[src/rtl/counter_pkg.sv]
// counter_pkg
//   Shared definitions for the tick-driven counter bank: per-channel mode
//   encodings, the bounce direction type and the load-value clamp helper.
//   No ports; imported by tick_counter_bank.
package counter_pkg;

  localparam logic [1:0] MODE_UP_WRAP = 2'b00;
  localparam logic [1:0] MODE_DN_WRAP = 2'b01;
  localparam logic [1:0] MODE_UP_SAT  = 2'b10;
  localparam logic [1:0] MODE_BOUNCE  = 2'b11;

  // Direction bit of a channel; only BOUNCE changes it, but every mode keeps it
  // so that re-entering BOUNCE continues in the remembered direction.
  typedef enum logic {
    DIR_UP   = 1'b0,
    DIR_DOWN = 1'b1
  } dir_e;

  // Saturate a requested value at the top count.
  function automatic logic [31:0] clamp_max(input logic [31:0] value,
                                            input logic [31:0] max_value);
    return (value > max_value) ? max_value : value;
  endfunction

endpackage

[src/rtl/tick_prescaler.sv]
// tick_prescaler
//   Single-clock prescaler producing a one-cycle tick enable every DIV cycles
//   while run is high. No derived clocks.
// Ports:
//   clk   in  system clock
//   rst_n in  asynchronous active-low reset
//   run   in  count enable; the prescaler holds its value while low
//   clr   in  synchronous restart from 0, suppresses tick
//   tick  out high for the cycle in which the prescaler sits at DIV-1 with run=1
module tick_prescaler #(
  parameter int DIV = 20000000
) (
  input  logic clk,
  input  logic rst_n,
  input  logic run,
  input  logic clr,
  output logic tick
);

  localparam int CW = (DIV > 1) ? $clog2(DIV) : 1;
  localparam logic [CW-1:0] LAST = CW'(DIV - 1);

  logic [CW-1:0] phase;

  // tick is combinational from the phase so it lines up with the cycle in
  // which the counters sample it.
  assign tick = run & ~clr & (phase == LAST);

  // Phase register: restarts on clr, freezes while run is low.
  always_ff @(posedge clk or negedge rst_n) begin
    if (!rst_n) begin
      phase <= '0;
    end else if (clr) begin
      phase <= '0;
    end else if (run) begin
      phase <= (phase == LAST) ? '0 : phase + CW'(1);
    end
  end

endmodule

[src/rtl/tick_counter_bank.sv]
// tick_counter_bank
//   Bank of CHANNELS independent WIDTH-bit counters advanced by a shared
//   prescaler tick, each in its own mode (up-wrap, down-wrap, up-saturate,
//   bounce), with a valid/ready load port backed by one shared load buffer.
// Ports:
//   clk       in  system clock
//   rst_n     in  asynchronous active-low reset
//   run       in  prescaler enable
//   clr       in  synchronous clear of prescaler, counters, directions, pending load
//   ch_en     in  per-channel tick enable
//   ch_mode   in  per-channel mode, bits [2i+1:2i] for channel i
//   ld_valid  in  load request
//   ld_ready  out load can be accepted
//   ld_ch     in  target channel of the load
//   ld_value  in  value to load (clamped to MAX)
//   tick      out one-cycle prescaler pulse
//   count     out counter values, channel i at [WIDTH*i +: WIDTH]
//   wrap      out per-channel one-cycle wrap/reversal/saturation pulse
module tick_counter_bank #(
  parameter int DIV       = 20000000,
  parameter int CHANNELS  = 2,
  parameter int WIDTH     = 5,
  parameter int MAX       = 31,
  parameter int LOAD_SYNC = 1,
  localparam int CH_W     = (CHANNELS > 1) ? $clog2(CHANNELS) : 1
) (
  input  logic                      clk,
  input  logic                      rst_n,
  input  logic                      run,
  input  logic                      clr,
  input  logic [CHANNELS-1:0]       ch_en,
  input  logic [2*CHANNELS-1:0]     ch_mode,
  input  logic                      ld_valid,
  output logic                      ld_ready,
  input  logic [CH_W-1:0]           ld_ch,
  input  logic [WIDTH-1:0]          ld_value,
  output logic                      tick,
  output logic [CHANNELS*WIDTH-1:0] count,
  output logic [CHANNELS-1:0]       wrap
);

  import counter_pkg::*;

  localparam logic [WIDTH:0]   MAX_X  = (WIDTH + 1)'(MAX);
  localparam logic [WIDTH:0]   ONE_X  = (WIDTH + 1)'(1);
  localparam logic [WIDTH-1:0] MAX_W  = WIDTH'(MAX);

  logic             ready_q;
  logic             ld_accept;
  logic [WIDTH-1:0] ld_clamped;
  logic             apply_en;
  logic [CH_W-1:0]  apply_ch;
  logic [WIDTH-1:0] apply_val;

  tick_prescaler #(.DIV(DIV)) u_prescaler (
    .clk   (clk),
    .rst_n (rst_n),
    .run   (run),
    .clr   (clr),
    .tick  (tick)
  );

  assign ld_accept  = ld_valid & ld_ready;
  assign ld_clamped = WIDTH'(clamp_max(32'(ld_value), 32'(MAX)));

  // Out of reset the port stays not-ready until the first clock edge.
  always_ff @(posedge clk or negedge rst_n) begin
    if (!rst_n) begin
      ready_q <= 1'b0;
    end else begin
      ready_q <= 1'b1;
    end
  end

  if (LOAD_SYNC != 0) begin : g_sync_load
    logic             pend_valid;
    logic [CH_W-1:0]  pend_ch;
    logic [WIDTH-1:0] pend_val;

    // One shared buffer: an accepted load waits here for the next tick, and
    // the port refuses further loads until it has been consumed. Loads aimed
    // at a channel that does not exist are buffered and simply match nothing.
    always_ff @(posedge clk or negedge rst_n) begin
      if (!rst_n) begin
        pend_valid <= 1'b0;
        pend_ch    <= '0;
        pend_val   <= '0;
      end else if (clr) begin
        pend_valid <= 1'b0;
      end else if (ld_accept) begin
        pend_valid <= 1'b1;
        pend_ch    <= ld_ch;
        pend_val   <= ld_clamped;
      end else if (tick) begin
        pend_valid <= 1'b0;
      end
    end

    assign ld_ready  = ready_q & ~pend_valid & ~clr;
    assign apply_en  = pend_valid & tick;
    assign apply_ch  = pend_ch;
    assign apply_val = pend_val;
  end else begin : g_direct_load
    assign ld_ready  = ready_q & ~clr;
    assign apply_en  = ld_accept;
    assign apply_ch  = ld_ch;
    assign apply_val = ld_clamped;
  end

  for (genvar i = 0; i < CHANNELS; i++) begin : g_ch
    logic [WIDTH-1:0] value_q;
    logic             wrap_q;
    dir_e             dir_q;
    logic [WIDTH:0]   cur;
    logic [WIDTH:0]   nxt;
    logic             nxt_wrap;
    dir_e             nxt_dir;
    logic [1:0]       mode;
    logic             hit_load;

    assign mode     = ch_mode[2*i +: 2];
    assign hit_load = apply_en && (apply_ch == CH_W'(i));

    // Next value for a tick, computed one bit wider than the counter so the
    // step past MAX (or below 0) is visible before it is compared.
    always_comb begin
      cur      = {1'b0, value_q};
      nxt      = cur;
      nxt_wrap = 1'b0;
      nxt_dir  = dir_q;
      case (mode)
        MODE_UP_WRAP: begin
          if (cur >= MAX_X) begin
            nxt      = '0;
            nxt_wrap = 1'b1;
          end else begin
            nxt = cur + ONE_X;
          end
        end
        MODE_DN_WRAP: begin
          if (cur == '0) begin
            nxt      = MAX_X;
            nxt_wrap = 1'b1;
          end else begin
            nxt = cur - ONE_X;
          end
        end
        MODE_UP_SAT: begin
          if (cur >= MAX_X) begin
            nxt = MAX_X;
          end else begin
            nxt      = cur + ONE_X;
            nxt_wrap = (nxt == MAX_X);
          end
        end
        MODE_BOUNCE: begin
          // Direction flips on the step that reaches an end; a channel that
          // enters BOUNCE already sitting at an end turns around first.
          if (dir_q == DIR_UP) begin
            if (cur >= MAX_X) begin
              nxt      = MAX_X - ONE_X;
              nxt_dir  = DIR_DOWN;
              nxt_wrap = (nxt == '0);
            end else begin
              nxt = cur + ONE_X;
              if (nxt == MAX_X) begin
                nxt_wrap = 1'b1;
                nxt_dir  = DIR_DOWN;
              end
            end
          end else begin
            if (cur == '0) begin
              nxt      = ONE_X;
              nxt_dir  = DIR_UP;
              nxt_wrap = (nxt == MAX_X);
            end else begin
              nxt = cur - ONE_X;
              if (nxt == '0) begin
                nxt_wrap = 1'b1;
                nxt_dir  = DIR_UP;
              end
            end
          end
        end
        default: ;
      endcase
    end

    // Channel state: clr beats load, load beats the tick step (and reports
    // no wrap), otherwise wrap is a single-cycle pulse.
    always_ff @(posedge clk or negedge rst_n) begin
      if (!rst_n) begin
        value_q <= '0;
        wrap_q  <= 1'b0;
        dir_q   <= DIR_UP;
      end else if (clr) begin
        value_q <= '0;
        wrap_q  <= 1'b0;
        dir_q   <= DIR_UP;
      end else if (hit_load) begin
        value_q <= apply_val;
        wrap_q  <= 1'b0;
      end else if (tick && ch_en[i]) begin
        value_q <= nxt[WIDTH] ? MAX_W : nxt[WIDTH-1:0];
        wrap_q  <= nxt_wrap;
        dir_q   <= nxt_dir;
      end else begin
        wrap_q  <= 1'b0;
      end
    end

    assign count[WIDTH*i +: WIDTH] = value_q;
    assign wrap[i]                 = wrap_q;
  end

endmodule

[config.mk]
export PLATFORM = sky130hd
export DESIGN_NAME = tick_counter_bank
export DESIGN_NICKNAME = d
export VERILOG_FILES = /design/src/rtl/counter_pkg.sv /design/src/rtl/tick_prescaler.sv /design/src/rtl/tick_counter_bank.sv
export SDC_FILE = /design/constraint.sdc
export NUM_CORES = 1
export LEC_CHECK = 0
export CORE_UTILIZATION = 62
export CTS_CLUSTER_SIZE = 40
export DETAILED_ROUTE_END_ITERATION = 10
export PLACE_DENSITY = 0.89
export SLEW_MARGIN = 30
export SYNTH_ARGS = -nofsm -noshare
export SYNTH_HDL_FRONTEND = slang
export SYNTH_HIERARCHICAL = 1
export SYNTH_SLANG_ARGS = --single-unit
[constraint.sdc]
create_clock -name clk -period 5.6 [get_ports clk]
set_clock_uncertainty 0.05 [all_clocks]
set_input_delay 0.56 -clock clk [delete_from_list [all_inputs] [get_ports clk]]
set_output_delay 0.56 -clock clk [all_outputs]
set_load 0.05 [all_outputs]
==> run summary <==
===========================================================================================
Final HPWL DP                                                                       6000 um
Cts bufs inserted                                                                         5
Wire length of the first global-routing pass                                      14,500 um
Peak fanout along the critical path                                                       8
Count of fill cells added during filler insertion                                       441
Count of vias placed by the detailed router                                           3,395
Row count                                                                                27
Leakage                                                                          0.00156 uW
Core region area                                                               0.00551 sq mm
DRC                                                                                       0
Die Area                                                                       0.00602 sq mm
Relative max-transition margin                                                        0.470
Seq/Total Area, Yosys                                                                 0.332
Required time of the worst setup path                                               4.99 ns
Cell types with the largest area share after synthesis                         sky130_fd_sc_hd__dfrtp_1, sky130_fd_sc_hd__nand2_1, sky130_fd_sc_hd__a31oi_1
Worst-Skew Late Latency                                                             0.30 ns
Syn-to-layout area delta                                                              9.51%
Number of buffers added for setup after CTS                                               0
Total negative setup slack                                                             0 ns
Distinct cells, synth                                                                    76
Flip-flop and latch area                                                       0.00118 sq mm
Count of buffers inserted at the top-level ports                                         30
Root Buffer                                                                    sky130_fd_sc_hd__clkbuf_8
Category of the most critical setup path                                            reg2out
Clock Pin Slew Worst Setup and Hold Paths                                           0.08 ns
Worst slack at placement                                                            1.95 ns
Antenna Violating Nets Remaining                                                          0
Starting utilization of the core area                                                 0.643
Status                                                                         finished clean
Largest net degree at the start of global routing                                        48
Synthesized flop and latch total                                                         47
Number of gates given a new drive strength after cts                                      0
Largest stage delay on the critical path                                            0.91 ns
CTS HTree Levels                                                                          2
Slew at the pin with the worst max-slew slack                                      0.793 ns
Total buffers and inverters traversed by the critical path                                1
Worst reg2reg setup slack                                                           2.21 ns
Maximum clock frequency                                                             267 MHz
Post-synth EDFFs                                                                          0
Fraction of final layout cells sized beyond drive strength 1                         0.0829
Type of element launching the critical path                                       flip-flop
Class of the most critical hold timing path                                        in2async
Proportion of netlist area held by the largest area contributor                       0.332
Pre-Repair DR Iteration Count                                                             5
Total routing resource utilization after global routing                               0.299
Clock tree from TritonCTS                                                               yes
Width of the die                                                                    77.6 um
Top-level port count                                                                     31
Routed wire per std cell                                                            17.1 um
Avg Vias per Cell                                                                      6.71
Total of hold buffers inserted after clock tree synthesis                                 0
Number of antenna violations at the first check in global routing                         0
Cell area power density                                                         182 mW/mm^2
Post-layout minimum cycle time                                                      3.75 ns
Number of design-rule violations left by the first detailed-router iteration            503
Series of cell instances along the critical path                               or4b_4, nor4_4, nand2_1, nor2_1, clkdlybuf4s50_1
Antenna diode instance count                                                              0
Layout net count                                                                        461
Post-synthesis cell area                                                       0.00354 sq mm
Final cycle utilization of the critical path                                          0.670
Final hold viol count                                                                     0
Clock Sink Count                                                                         47
Count of synthesis-stage warnings from yosys                                              6
Mapped Nets                                                                             444
Crit Reg-Reg Startpoint                                                        u_prescaler/phase[9]
Highest-delay cell along the critical path                                     sky130_fd_sc_hd__clkdlybuf4s50_1
Total of endpoints with negative setup slack in the final report                          0
Max cap viols                                                                             0
Post-synthesis instance total                                                           416
Synth area leader                                                              sky130_fd_sc_hd__dfrtp_1
Crit-path leading delay family                                                 simple AND/OR/NAND/NOR gates
Share of flip-flops with an asynchronous set or reset                                  1.00
Worst vdd rail ir drop                                                             0.138 mV
Predominant post-synthesis flop cell                                           sky130_fd_sc_hd__dfrtp_1
Average footprint of a synthesized cell                                          8.51 sq um
Max Root-Sink Buffers                                                                     2
Critical path launch point                                                     u_prescaler/phase[9]
Post-Route WL                                                                       8670 um
Final setup margin                                                                  1.85 ns
Number of max-slew violations in the final report                                         0
Number of global-route vias before repair                                             3,073
Leading cell types in the layout, fill and taps excluded                       sky130_fd_sc_hd__nand2_1, sky130_fd_sc_hd__dfrtp_1, sky130_fd_sc_hd__nor2_1, sky130_fd_sc_hd__clkdlybuf4s50_1, sky130_fd_sc_hd__a31oi_1
Global-route congestion overflow total                                                    0
Critical Path End Type                                                          output port
Worst EP arrival                                                                    3.14 ns
Chip Height                                                                         77.6 um
Unrepaired setup endpoints after global routing                                       false
Multi-input combinational cell area                                            0.00212 sq mm
Placer congestion estimate                                                            0.977
===========================================================================================
final timing paths:
kind	endpoint	cells after the start
worst max register to register	g_ch[1].dir_q	8
worst min-delay path	g_ch[1].value_q[4]	2
worst min register to register	u_prescaler/phase[7]	1
min in group clk	u_prescaler/phase[7]	1
max in group asynchronous	apply_ch	2
worst max-delay path	tick	5
synthesized netlist by cell type (all sizes together), types with 10 or more instances:
library cell  instances
nor2                 29
buf                  15
and3                 10
a21oi                23
nand2                48
o21ai                28
inv                  20
ha                   11
nand4                10
nor3                 13
dfrtp                47
a31oi                24
nand3                14
layer usage:
metal  track usage  up-vias  wire length [um]
met4         0.126        0               263
met2         0.473      172              4020
met1         0.406     1588              3700
met5             0        -                 0
li1              -     1596                 -
met3        0.0494       39               682
cell type report:
cell class / instances / share of cell area
clock buffer: 8 / 0.0258
inverter: 20 / 0.0194
multi-input combinational: 327 / 0.548
sequential: 47 / 0.303
tap: 72 / 0.0232
timing repair buffer: 32 / 0.0801
cells by family (layout without fill, tap and decap cells):
family                     count (synthesis)  after routing  share of synthesized area
buffers and inverters                     42             60                     0.0675
AOI/OAI and AO/OA                        126            126                      0.239
adders and majority gates                 11             11                     0.0389
xor gates and xnor gates                  10             10                     0.0247
DFF                                       47             47                      0.332
and+or+nand+nor                          172            172                      0.274
muxes                                      7              7                     0.0223
other                                      1              1                    0.00106
per-stage QoR:
stage	std cells	hold WS [ns]	area, sq um	utilization	total power (uW)
2_1_floorplan	416	0.214	3540	-	449
3_3_place_gp	498	0.439	3780	0.686	487
3_5_place_dp	498	0.455	3780	0.686	489
4_1_cts	506	0.309	3880	0.704	711
5_1_grt	506	0.323	3880	0.704	739
6_report	506	0.277	3880	0.704	706
registers in the layout, summed over array words and instances (netlist names):
register                flops
apply_ch                    1
apply_val                   5
g_ch.dir_q                  2
g_ch.value_q               10
g_ch.wrap_q                 2
g_sync_load.pend_valid      1
ready_q                     1
u_prescaler/phase          25
worst register-to-register path, delay by kind of cell, from the launching register on:
kind,cells,cell delay [ns]
AO/OA/AOI/OAI,3,1.07
flip-flops,1,0.48
AND/OR/NAND/NOR,5,1.68
report_power, final:
group / internal (uW) / switching, uW
registers: 355 / 23.4
clock network: 113 / 109
logic: 44.1 / 61.4
total: 512 / 194
Power figures use the tool's default switching activity.
